### src/rtl/cp0.sv
// cp0 - Coprocessor-0 for the MIPS-lite CPU.
// Holds SR, Cause, EPC and PRId. Raises intreq toward the fetch unit when an
// unmasked hardware interrupt is pending and captures the resume PC on entry.
//
// Ports:
//   clk, reset      clock (rising edge), asynchronous active-high reset
//   sel, din, we    mfc0/mtc0 register number, write data, write strobe
//   eret            eret executing; clears SR.EXL
//   commit, pc      instruction boundary and the resume address at it
//   hwint           level-sensitive external interrupt lines
//   intreq          interrupt request to fetch unit
//   epc             current EPC value (to fetch unit for eret)
//   dout            mfc0 read data, combinational from sel
//
// Build option: CP0_HWINT_SYNC_EN inserts a 2-flop synchronizer on each hwint
// bit for asynchronous sources (adds 2 cycles of latency).

module cp0 #(
  parameter logic [31:0] PRID = 32'h0061_3000
) (
  input  logic        clk,
  input  logic        reset,
  input  logic [4:0]  sel,
  input  logic [31:0] din,
  input  logic        we,
  input  logic        eret,
  input  logic        commit,
  input  logic [31:0] pc,
  input  logic [5:0]  hwint,
  output logic        intreq,
  output logic [31:0] epc,
  output logic [31:0] dout
);

  localparam logic [4:0] SEL_SR    = 5'd12;
  localparam logic [4:0] SEL_CAUSE = 5'd13;
  localparam logic [4:0] SEL_EPC   = 5'd14;
  localparam logic [4:0] SEL_PRID  = 5'd15;

  logic [5:0]  im;
  logic        exl;
  logic        ie;
  logic [5:0]  ip;
  logic [31:0] epc_r;
  logic [5:0]  hwint_s;
  logic        take;
  logic [31:0] sr;
  logic [31:0] cause;

`ifdef CP0_HWINT_SYNC_EN
  logic [5:0] sync_q1;
  logic [5:0] sync_q2;

  always_ff @(posedge clk or posedge reset) begin
    if (reset) begin
      sync_q1 <= '0;
      sync_q2 <= '0;
    end else begin
      sync_q1 <= hwint;
      sync_q2 <= sync_q1;
    end
  end

  assign hwint_s = sync_q2;
`else
  assign hwint_s = hwint;
`endif

  // Purely from flops, so no combinational path from inputs into intreq.
  assign intreq = (|(ip & im)) & ie & ~exl;
  assign take   = commit & intreq;

  always_ff @(posedge clk or posedge reset) begin
    if (reset) begin
      im    <= '0;
      exl   <= 1'b0;
      ie    <= 1'b0;
      ip    <= '0;
      epc_r <= '0;
    end else begin
      ip <= hwint_s;
      if (take) begin
        // Entry wins outright: any coincident mtc0 is dropped.
        epc_r <= {pc[31:2], 2'b00};
        exl   <= 1'b1;
      end else begin
        if (we && sel == SEL_SR) begin
          im  <= din[15:10];
          exl <= din[1];
          ie  <= din[0];
        end
        if (we && sel == SEL_EPC)
          epc_r <= {din[31:2], 2'b00};
        // Later assignment overrides an mtc0 write of EXL.
        if (eret)
          exl <= 1'b0;
      end
    end
  end

  assign sr    = {16'h0000, im, 8'h00, exl, ie};
  assign cause = {16'h0000, ip, 10'h000};
  assign epc   = epc_r;

  always_comb begin
    dout = '0;
    case (sel)
      SEL_SR:    dout = sr;
      SEL_CAUSE: dout = cause;
      SEL_EPC:   dout = epc_r;
      SEL_PRID:  dout = PRID;
      default:   dout = '0;
    endcase
  end

endmodule

### config.mk
export PLATFORM = sky130hd
export DESIGN_NAME = cp0
export DESIGN_NICKNAME = d
export VERILOG_FILES = /design/src/rtl/cp0.sv
export SDC_FILE = /design/constraint.sdc
export NUM_CORES = 1
export LEC_CHECK = 0
export BUFFER_PORTS_ARGS = -buffer_cell sky130_fd_sc_hd__buf_4
export CAP_MARGIN = 20
export CORE_ASPECT_RATIO = 1.1
export CORE_MARGIN = 3
export CORE_UTILIZATION = 38
export CTS_CLUSTER_SIZE = 40
export DETAILED_ROUTE_END_ITERATION = 12
export HOLD_SLACK_MARGIN = 0.06
export PLACE_DENSITY_LB_ADDON = 0.2
export SYNTH_ARGS = -nofsm -noshare
export SYNTH_HDL_FRONTEND = slang
export SYNTH_SLANG_ARGS = --single-unit
### constraint.sdc
create_clock -name clk -period 1.8 [get_ports clk]
set_input_delay 0.36 -clock clk [delete_from_list [all_inputs] [get_ports clk]]
set_output_delay 0.36 -clock clk [all_outputs]
set_load 0.05 [all_outputs]
# Yosys cells after proc, flatten, opt, wreduce, memory -nomap -nowiden
# Index checks and enable logic that the tools add are counted.
dict set report word_totals {
  inputBits 80
  reg_bits 46
  word_cells 27
  out_inout_bits 65
}
dict set report classes {
  reduce_logical 6
  n_bitwise 6
  n_mux 6
  eq_ne 4
}
# cell n
set op_table {}
lappend op_table {{$pmux 32 s4} 1}
lappend op_table {{$mux 32} 2}
lappend op_table {{$eq 5x4->1 const B} 4}
lappend op_table {{$and 6x6->6} 1}
lappend op_table {{$reduce_or 6->1} 1}
lappend op_table {{$and 1x1->1} 3}
lappend op_table {{$mux 1} 3}
lappend op_table {{$reduce_bool 3->1} 1}
lappend op_table {{$logic_and 1x1->1} 2}
lappend op_table {{$not 1->1} 2}
lappend op_table {{$reduce_and 2->1} 1}
lappend op_table {{$reduce_bool 2->1} 1}

# Longest topological paths before layout
# Gate-level depths: netlist of run 1.
dict set report logic_depth {
  depth_word 7
  mapped_depth 6
  depth_no_buf 4
}

# Worst setup path before layout of run 1
# OpenSTA, ideal clock, no wires.
dict set report synth_timing {
  kind {input -> output}
  start {input sel[1]}
  end {output dout[17]}
  n_path_buf 2
  t_arrival_ns 1.603
  t_required_ns 1.440
  path_slack_ns -0.163
  stages 5
  cell_sequence {buf_2 -> nand4b_1 -> nor2_1 -> clkbuf_1 -> and2_1}
}
dict set report synth_via {
  elab_chain_cells 2
}
# element line
set synth_rtl {}
lappend synth_rtl {{start, declared} 23} ;# input logic [4:0] sel,
lappend synth_rtl {{$eq 5x4->1} 107} ;# case (sel)
lappend synth_rtl {{$pmux 32 s4 *} 107}
lappend synth_rtl {{end, declared} 32} ;# output logic [31:0] dout
# Mark *: on every way between the ends. The rest lies on a longest branch, timed or not.

# Worst setup path in the final report of run 1
dict set report layout_timing {
  start {register im[1]}
  end {output intreq}
}
dict set report layout_via {
  elab_chain_cells 4
}
# element line
set layout_rtl {}
lappend layout_rtl {{start, declared} 40} ;# logic [5:0] im;
lappend layout_rtl {{start signal, assigned} 88} ;# im <= din[15:10];
lappend layout_rtl {{$and 6x6->6} 70} ;# assign intreq = (|(ip & im)) & ie & ~exl;
lappend layout_rtl {{$reduce_or 6->1} 70}
lappend layout_rtl {{$and 1x1->1 (2 in a row)} 70}
lappend layout_rtl {{end, declared} 30} ;# output logic intreq,
# Every way passes these cells.

==> results by group, run 1 <==
Status
  – Run status: complete, but fails checks
  – Failing checks: setup timing

Route
  – ANT nets after route: 0
  – Post-Route WL: around 6.7 mm
  – DR DRC count: 0
  – DR vias: about 2200
  – First DRT Iteration DRCs: 100
  – Vias per inst: 4.83
  – DR WL/cell: 14.8 um
  – Pre-antenna DRT Iters: 4

GRT
  – Initial antenna violation count: 0
  – Largest net degree at the start of global routing: 45
  – Vias in the first global route: ~2200
  – Total gr overflow: 0
  – GR Util All Layers: 0.189
  – First-pass GRT wire length: 10.3 mm

Yosys
  – Seq cells post-synth: 44
  – Commonest cells in the netlist: 47 x nor2_1, 44 x dfrtp_1, 35 x mux2i_1
  – Mapped Cells: 229
  – EDFF count, synth: 0
  – Syn_area_per_cell: 9.97 um^2
  – Top-count cell post-synth: nor2_1
  – Ys Warns: 0
  – Yosys cell types: 25
  – Main synth FF type: dfrtp_1
  – Top cells by area, synth: dfrtp_1 48%, mux2i_1 15%, nor2_1 7.7%, a21oi_1 7.5%, and2_1 6.3%
  – Register area share after synthesis: 0.482
  – Area fraction of the dominant cell type after synthesis: 0.482
  – Mapped cell area: ~2300 um^2
  – Area leader, netlist: dfrtp_1
  – Post-synth ARST share: 1.00

STA
  – Final Cycle Share: 1.00
  – Final min period: 1.81 ns
  – RSZ-0062 raised after global routing: yes
  – Final setup skew: 0.00735 ns
  – Setup Viol. Count Final: 2
  – Fin Setup TNS: -0.00568 ns
  – Final Max Slew Viols: 0
  – Max Clk Rate: 0.554 GHz
  – Worst setup margin: -0.00510 ns
  – Final hold vios: 0

Layout
  – Antenna cells: 0
  – Area delta synth->final: 66.6%
  – Ratio of cells with drive above 1 in the final layout: 0.533
  – Final Instance Count excl. Fillers: between 400 and 500
  – Final design area excluding fillers: between 3000 and 4000 um^2
  – Fin nets: between 400 and 500

Placed design
  – Dpl cells: 444
  – GPL Wtd Cong: 0.773
  – Post-DP HPWL: between 5 and 6 mm
  – Placed Area: 3580 um^2
  – Place WS: -0.148 ns
  – Port Buffers: 140

Setup path
  – Critical Path AT: 1.45 ns
  – CP Max Fanout: 2
  – Reg2reg setup slack: approximately 0.020 ns
  – Critical path launch point type: register
  – Critical path data required time: roughly 1.4 ns
  – Worst Setup Path Type: reg2out
  – CP endpoint kind: output port

Pwr
  – Switch Pwr: 2.62 mW
  – PwrDens: 1430 nW/um^2
  – Clock network power share: 0.139
  – Logic pwr share: 0.552
  – Total power: between 5 and 6 mW
  – Pleak: roughly 1.8 nW
  – Switching Fraction: 0.482
  – Internal Pwr Total: 2.81 mW
  – Sequential Power Share: 0.309
  – Maximum VDD drop: approximately 0.00099 V

CTS
  – Root Buffer: clkbuf_8
  – CTS clk-pin slew, worst paths: approximately 0.09 ns
  – Bufs on Longest Clock Path: 2
  – Num CTS Buffers: 5
  – Clock sink count: between 40 and 50
  – H-tree levels: 2
  – CTS tree: built
  – Clock Latency Late Sink: ~0.30 ns
  – Hold-fix buffers at CTS: 0

Floorplanning
  – I/O pin count: 145
  – Core area: 5610 um^2
  – Die Wd: between 70 and 80 um
  – # rows: 28
  – Die ar.: about 7000 um^2
  – Chip height: 87.3 um
  – Initial core utilization: 0.407

Worst hold path
  – Worst hold path type: in2async

Flow run
  – Max-Cap Viols: 0
-- metal layers --
| metal | GRT usage | part of all wire | vias up |
|---|---|---|---|
| met3 | 0.0631 | 0.091 | 7 |
| met4 | 0.0507 | 0.0088 | 0 |
| li1 | - | - | 1075 |
| met1 | 0.228 | 0.39 | 1027 |
| met2 | 0.321 | 0.51 | 83 |
| met5 | 0 | 0 | - |
-- worst max-delay path: stages, from the launching register on --
cell,delay [ns]
dfrtp_1,0.39
a22o_1,0.27
o31a_1,0.32
buf_6,0.16
-- placed cells by master (no fill, tap or decap), types with 2 or more instances in the layout --
| master | count |
|---|---|
| a21oi_1 | 33 |
| a22o_1 | 3 |
| and2_1 | 3 |
| and2_2 | 6 |
| and2_4 | 14 |
| buf_12 | 3 |
| buf_4 | 137 |
| buf_6 | 16 |
| clkbuf_8 | 5 |
| conb_1 | 2 |
| dfrtp_1 | 44 |
| mux2_1 | 8 |
| mux2i_1 | 35 |
| nand3_1 | 2 |
| nor2_1 | 39 |
| nor2_2 | 7 |
| nor2b_1 | 2 |
-- state kept, by name, indices dropped and copies added (netlist names) --
register and cells:
im 6, exl 1, epc 30, ie 1, ip 6
-- final cells by class --
type	instances	area (um^2)
Fill cell	499	1800
Timing Repair Buffer	157	1280
Multi-Input combinational cell	169	1210
Sequential cell	44	1100
Tap cell	75	93.8
Clock buffer	5	68.8
Clock inverter	3	42.5
Inverter	1	3.75
-- worst paths after layout --
kind	cells after the start	startpoint	end
setup / recovery	3	im[1]	intreq
hold / removal	2	reset	ie
setup reg to reg	5	ip[2]	im[2]
hold reg to reg	1	im[3]	im[3]
max in group asynchronous	3	reset	epc[21]
min in group clk	1	hwint[3]	ip[3]
-- metrics by stage --
stage | hold WS [ns] | util
2_1_floorplan | 0.391 | -
3_3_place_gp | 0.419 | 0.639
3_5_place_dp | 0.422 | 0.639
4_1_cts | 0.0958 | 0.661
5_1_grt | 0.116 | 0.678
6_report | 0.0822 | 0.678
-- what timing repair did --
action / CTS / global route
pin swaps: 4 / 1
buffers inserted: 1 / 0
cloned: 0 / 1
gates resized for setup: 1 / 25
endpoints found under the setup margin: 1 / 57
-- cells by family after synthesis --
| kind of cell | share of synthesized area |
|---|---|
| muxes | 0.193 |
| AOI/OAI and AO/OA | 0.105 |
| buffers and inverters | 0.0384 |
| and+or+nand+nor | 0.180 |
| DFF | 0.482 |
| other | 0.00164 |
-- power by group through the flow --
stage	Combinational, mW	Clock (mW)	Sequential (mW)
after floorplan	0.881	0	2.80
after global placement	2.93	0	1.67
after detailed placement	2.98	0	1.70
after CTS	3.00	0.774	1.68
after global routing	3.16	0.810	1.75
final	2.99	0.754	1.68
(Power assumes the default switching activity.)
==> inputs of run 2 (changes only) <==
--- a/config.mk
+++ b/config.mk
@@ -9,11 +9,11 @@
 export CAP_MARGIN = 20
 export CORE_ASPECT_RATIO = 1.1
 export CORE_MARGIN = 3
-export CORE_UTILIZATION = 38
+export CORE_UTILIZATION = 46
 export CTS_CLUSTER_SIZE = 40
 export DETAILED_ROUTE_END_ITERATION = 12
 export HOLD_SLACK_MARGIN = 0.06
-export PLACE_DENSITY_LB_ADDON = 0.2
+export PLACE_DENSITY_LB_ADDON = 0.3
 export SYNTH_ARGS = -nofsm -noshare
 export SYNTH_HDL_FRONTEND = slang
 export SYNTH_SLANG_ARGS = --single-unit
==> constraint.sdc (replaced) <==
create_clock -name clk -period 2.2 [get_ports clk]
set_input_delay 0.44 -clock clk [delete_from_list [all_inputs] [get_ports clk]]
set_output_delay 0.44 -clock clk [all_outputs]
set_load 0.05 [all_outputs]
==> results by group, run 2 (synthesis results as in run 1) <==
CTS
  – Num CTS Buffers: 5 (unchanged)
  – Clock sink count: 44 (unchanged)
  – H-tree levels: 2 (unchanged)
  – Post-CTS Setup Inserts: 0 (was 1)
  – Hold-fix buffers at CTS: 0 (unchanged)
  – CTS tree: built (unchanged)
  – Bufs on Longest Clock Path: 2 (unchanged)
  – Clock Latency Late Sink: 0.29 ns (was 0.30 ns)
  – CTS resizes: 0 (was 1)
  – Root Buffer: clkbuf_8 (unchanged)
  – CTS clk-pin slew, worst paths: 0.08 ns (was 0.09 ns)

Route
  – Post-Route WL: 6.57 mm (was 6.71 mm)
  – DR DRC count: 0 (unchanged)
  – ANT nets after route: 0 (unchanged)
  – Pre-antenna DRT Iters: 4 (unchanged)
  – DR vias: 2175 (was 2192)
  – Vias per inst: 5.09 (was 4.83)
  – DR WL/cell: 15.4 um (was 14.8 um)
  – First DRT Iteration DRCs: 99 (was 100)

Setup path
  – Slowest stage delay, CP: 0.26 ns (was 0.39 ns)
  – CP Max Fanout: 7 (was 2)
  – Crit-path leading delay family: simple AND/OR/NAND/NOR gates (was compound AO/OA/AOI/OAI gates)
  – Critical Path AT: 1.57 ns (was 1.45 ns)
  – WP buf/inv: 3 (was 1)
  – CP endpoint kind: output port (unchanged)
  – Critical path data required time: 1.76 ns (was 1.44 ns)
  – Worst Setup Path Type: in2out (was reg2out)
  – Critical path's slowest cell: nor3_1 (was dfrtp_1)
  – Most frequent CP cell: buf_4
  – Critical-path cell list: buf_4 -> nand3b_2 -> buf_4 -> nor3_1 -> and2_1 -> buf_4 (was a22o_1 -> o31a_1 -> buf_6)
  – Critical path launch point type: input pin (was register)

Layout
  – Max reg flops: 30 (unchanged)
  – Antenna cells: 0 (unchanged)
  – Commonest non-fill, non-tap cell in the layout: buf_4 (unchanged)
  – Ratio of cells with drive above 1 in the final layout: 0.437 (was 0.533)
  – Area delta synth->final: 55.4% (was 66.6%)
  – Final Instance Count excl. Fillers: 427 (was 454)
  – # fillers: 363 (was 499)
  – Fin nets: 450 (was 458)
  – Most frequent cells in the layout: 148 x buf_4, 47 x nor2_1, 44 x dfrtp_1, 35 x mux2i_1, 34 x a21oi_1 (was 137 x buf_4, 44 x dfrtp_1, 39 x nor2_1, 35 x mux2i_1, 33 x a21oi_1)

Placed design
  – Port Buffers: 140 (unchanged)
  – Post-DP HPWL: 5.09 mm (was 5.15 mm)
  – Dpl cells: 419 (was 444)
  – GPL Wtd Cong: 0.799 (was 0.773)

Pwr
  – Pleak: 1.71 nW (was 1.80 nW)
  – PwrDens: 1250 nW/um^2 (was 1430 nW/um^2)
  – Maximum VDD drop: 0.000821 V (was 0.000991 V)

GRT
  – Vias in the first global route: 2183 (was 2164)
  – GR Util All Layers: 0.227 (was 0.189)
  – Total gr overflow: 0 (unchanged)
  – Largest net degree at the start of global routing: 45 (unchanged)
  – Initial antenna violation count: 0 (unchanged)
  – First-pass GRT wire length: 10.3 mm (about the same)

STA
  – Fin Setup TNS: 0 ns (was -0.00568 ns)
  – Min Hold Slack: 0.246 ns (was 0.0822 ns)
  – RSZ-0062 raised after global routing: no (was yes)
  – Final hold vios: 0 (unchanged)
  – Final Cycle Share: 0.913
  – Max-slew headroom: 0.628
  – Final setup skew: 0.00515 ns (was 0.00735 ns)
  – Max Clk Rate: between 0.4 and 0.5 GHz
  – Final min period: roughly 2 ns
  – Setup Viol. Count Final: 0 (was 2)
  – Worst-margin pin slew: roughly 0.56 ns
  – Final Max Slew Viols: 0 (unchanged)

Floorplanning
  – Initial core utilization: 0.484 (was 0.407)
  – Chip height: 79.9 um (was 87.3 um)
  – Die ar.: 5840 um^2 (was 6970 um^2)
  – # rows: 26 (was 28)
  – Die Wd: 73.2 um (was 79.9 um)
  – Core area: 4720 um^2 (was 5610 um^2)
  – I/O pin count: 145 (unchanged)

Worst hold path
  – Worst hold path type: in2reg (was in2async)

Status
  – Run status: finished clean (was complete, but fails checks)

Flow run
  – Max-Cap Viols: 0 (unchanged)
run 2: cell types whose count changed in the layout (fill, tap and decap cells not counted), moves of 2 or more:
cell      previous run  this run
buf_4              137       148
nor2_2               7         0
buf_6               16         0
and2_4              14         0
clkbuf_8             5         7
nor2_1              39        47
and2_1               3        23
buf_12               3         1
and2_2               6         0
run 2: final timing paths:
path                       startpoint  endpoint  slack (ns)  depth (start not counted)
min in group asynchronous       reset    epc[6]        0.28                          3
setup / recovery               sel[4]   dout[1]        0.19                          6
setup reg to reg                im[2]     im[1]        0.39                          5
max in group asynchronous       reset     im[2]        1.54                          3
hold reg to reg                    ie        ie        0.52                          2
hold / removal               hwint[3]     ip[3]        0.25                          1
run 2: area by class of cell:
| class | instances | area [um^2] | share of cell area |
|---|---|---|---|
| Timing Repair Buffer | 149 | 1130 | 0.319 |
| Multi-Input combinational cell | 169 | 1110 | 0.314 |
| Sequential cell | 44 | 1100 | 0.311 |
| Clock buffer | 7 | 96.3 | 0.0272 |
| Tap cell | 56 | 70.1 | 0.0198 |
| Clock inverter | 1 | 30.0 | 0.00847 |
| Inverter | 1 | 3.75 | 0.00106 |
run 2: layer usage:
layer,vias to the layer above,track usage,wire length [um]
met4,0,0.0554,58
met3,4,0.0542,474
met1,1031,0.265,2490
met5,-,0,0
li1,1060,-,-
met2,80,0.410,3550
run 2: through the flow:
step            util  setup WS [ns]  area (um^2)  total power [mW]
3_3_place_gp   0.725          0.176         3420              3.71
3_5_place_dp   0.725          0.117         3420              3.78
5_1_grt        0.752         0.0765         3550              4.67
6_report       0.752          0.192         3550              4.42
2_1_floorplan      -         0.0769         2290              2.97
4_1_cts        0.752          0.205         3550              4.46
run 2: where the power goes:
part	switching (mW)	internal (mW)
Clock	0.274	0.401
Sequential	0.235	1.13
Combinational	1.60	0.785
Total	2.11	2.31
==> inputs of run 3 (changes only) <==
--- a/config.mk
+++ b/config.mk
@@ -7,13 +7,13 @@
 export LEC_CHECK = 0
 export BUFFER_PORTS_ARGS = -buffer_cell sky130_fd_sc_hd__buf_4
 export CAP_MARGIN = 20
-export CORE_ASPECT_RATIO = 1.1
 export CORE_MARGIN = 3
 export CORE_UTILIZATION = 46
 export CTS_CLUSTER_SIZE = 40
 export DETAILED_ROUTE_END_ITERATION = 12
 export HOLD_SLACK_MARGIN = 0.06
 export PLACE_DENSITY_LB_ADDON = 0.3
+export SKIP_LAST_GASP = 1
 export SYNTH_ARGS = -nofsm -noshare
 export SYNTH_HDL_FRONTEND = slang
 export SYNTH_SLANG_ARGS = --single-unit
==> results by group, run 3 (synthesis results as in run 1) <==
Floorplanning
  – Die Wd: 76.4 um (was 73.2 um)
  – Core area: 4560 um^2 (was 4720 um^2)
  – Die ar.: 5840 um^2 (about the same)
  – I/O pin count: 145 (unchanged)
  – # rows: 24 (was 26)
  – Chip height: 76.4 um (was 79.9 um)
  – Initial core utilization: 0.500 (was 0.484)

CTS
  – CTS tree: built (unchanged)
  – Bufs on Longest Clock Path: 2 (unchanged)
  – CTS resizes: 0 (unchanged)
  – Num CTS Buffers: 5 (unchanged)
  – Root Buffer: clkbuf_8 (unchanged)
  – Hold-fix buffers at CTS: 0 (unchanged)
  – Clock sink count: 44 (unchanged)
  – Post-CTS Setup Inserts: 0 (unchanged)
  – H-tree levels: 2 (unchanged)
  – CTS clk-pin slew, worst paths: 0.08 ns (about the same)
  – Clock Latency Late Sink: 0.29 ns (about the same)

STA
  – Final Cycle Share: 0.924 (was 0.913)
  – Min Hold Slack: 0.243 ns (was 0.246 ns)
  – Final min period: 2.03 ns (was 2.01 ns)
  – Final Max Slew Viols: 0 (unchanged)
  – Worst-margin pin slew: 0.666 ns (was 0.558 ns)
  – Max-slew headroom: 0.555 (was 0.628)
  – RSZ-0062 raised after global routing: no (unchanged)
  – Final hold vios: 0 (unchanged)
  – Max Clk Rate: 0.492 GHz (was 0.498 GHz)
  – Fin Setup TNS: 0 ns (unchanged)
  – Setup Viol. Count Final: 0 (unchanged)
  – Final setup skew: 0.00728 ns (was 0.00515 ns)

Placed design
  – Dpl cells: 429 (was 419)
  – Post-DP HPWL: 5.17 mm (was 5.09 mm)
  – GPL Wtd Cong: 0.834 (was 0.799)
  – Placed Area: 3450 um^2 (was 3420 um^2)
  – Port Buffers: 140 (unchanged)

Route
  – ANT nets after route: 0 (unchanged)
  – First DRT Iteration DRCs: 122 (was 99)
  – DR vias: 2228 (was 2175)
  – Vias per inst: 5.10 (was 5.09)
  – Post-Route WL: 6.85 mm (was 6.57 mm)
  – DR DRC count: 0 (unchanged)
  – DR WL/cell: 15.7 um (was 15.4 um)
  – Pre-antenna DRT Iters: 4 (unchanged)

Layout
  – Ratio of cells with drive above 1 in the final layout: 0.435 (was 0.437)
  – Fin nets: 451 (was 450)
  – Commonest non-fill, non-tap cell in the layout: buf_4 (unchanged)
  – Final Instance Count excl. Fillers: 437 (was 427)
  – Final design area excluding fillers: 3560 um^2 (was 3550 um^2)
  – Area delta synth->final: 55.9% (was 55.4%)
  – Antenna cells: 0 (unchanged)
  – Most frequent cells in the layout: 148 x buf_4, 47 x nor2_1, 44 x dfrtp_1, 35 x mux2i_1, 34 x a21oi_1 (unchanged)
  – # fillers: 356 (was 363)
  – Max reg flops: 30 (unchanged)
  – Register Area: 1100 um^2 (unchanged)
  – Multi-input gate area: 1110 um^2 (unchanged)

Pwr
  – PwrDens: 1230 nW/um^2 (was 1250 nW/um^2)
  – Total power: 4.38 mW (was 4.42 mW)
  – Pleak: 1.71 nW (about the same)
  – Maximum VDD drop: 0.000812 V (was 0.000821 V)

GRT
  – First-pass GRT wire length: 11.4 mm (was 10.3 mm)
  – Vias in the first global route: 2408 (was 2183)
  – GR Util All Layers: 0.242 (was 0.227)
  – Total gr overflow: 0 (unchanged)
  – Largest net degree at the start of global routing: 63 (was 45)
  – Initial antenna violation count: 0 (unchanged)

Setup path
  – Worst Setup Path Type: in2out (unchanged)
  – Most frequent CP cell: buf_4 (unchanged)
  – Reg2reg setup slack: 0.30 ns (was 0.39 ns)
  – Critical-path cell list: buf_4 -> nand3b_2 -> buf_4 -> nor3_1 -> and2_1 -> buf_4 (unchanged)
  – Critical path data required time: 1.76 ns (about the same)
  – Critical path launch point type: input pin (unchanged)
  – Slowest stage delay, CP: 0.28 ns (was 0.26 ns)
  – Critical path's slowest cell: nor3_1 (unchanged)
  – Critical Path AT: 1.59 ns (was 1.57 ns)
  – Crit-path leading delay family: simple AND/OR/NAND/NOR gates (unchanged)
  – Worst R2R End: im[0] (was im[1])
  – CP Max Fanout: 7 (unchanged)
  – WP buf/inv: 3 (unchanged)
  – CP endpoint kind: output port (unchanged)
  – Reg2Reg Depth: 5 (unchanged)
  – Reg2reg start: im[2] (unchanged)

Status
  – Run status: finished clean (unchanged)

Flow run
  – Max-Cap Viols: 0 (unchanged)

Worst hold path
  – Worst hold path type: in2async (was in2reg)
[run 3: changes by cell type in the layout (fill, tap and decap cells not counted), sizes merged]
cell / delta
clkinv: +1
buf: +1
clkbuf: -1
[run 3: where the power goes]
| part | internal, mW | leakage (nW) | switching, mW |
|---|---|---|---|
| sequential | 1.13 | 0.500 | 0.248 |
| clock | 0.337 | 0.0552 | 0.271 |
| combinational | 0.794 | 1.16 | 1.60 |
| total | 2.26 | 1.71 | 2.12 |
[run 3: per-layer routing]
metal / vias to the layer above / track usage / routed length [um] / part of all wire
li1: 1062 / - / - / -
met1: 1064 / 0.269 / 2580 / 0.38
met2: 92 / 0.444 / 3620 / 0.53
met4: 0 / 0.0815 / 112 / 0.016
met3: 10 / 0.0662 / 545 / 0.080
met5: - / 0 / 0 / 0
[run 3: through the flow]
step | utilization | setup WS, ns
detailed placement | 0.756 | 0.119
CTS | 0.780 | 0.152
global placement | 0.756 | 0.163
floorplan | - | 0.0769
global route | 0.780 | 0.109
finish | 0.780 | 0.168
[run 3: how the worst max path moves through the flow]
stage | start | to | slack [ns] | cells past startpoint
global route | sel[4] | dout[0] | 0.11 | 6
floorplan | sel[1] | dout[17] | 0.08 | 5
global placement | sel[4] | im[3] | 0.16 | 6
finish | sel[4] | dout[1] | 0.17 | 6
CTS | sel[4] | dout[1] | 0.15 | 6
detailed placement | sel[4] | im[3] | 0.12 | 6
[run 3: area by class of cell]
class                           instances  area share
Multi-Input combinational cell        169       0.313
Clock inverter                          2     0.00985
Clock buffer                            6      0.0204
Tap cell                               65      0.0229
Inverter                                1     0.00105
Sequential cell                        44       0.309
Timing Repair Buffer                  150       0.323
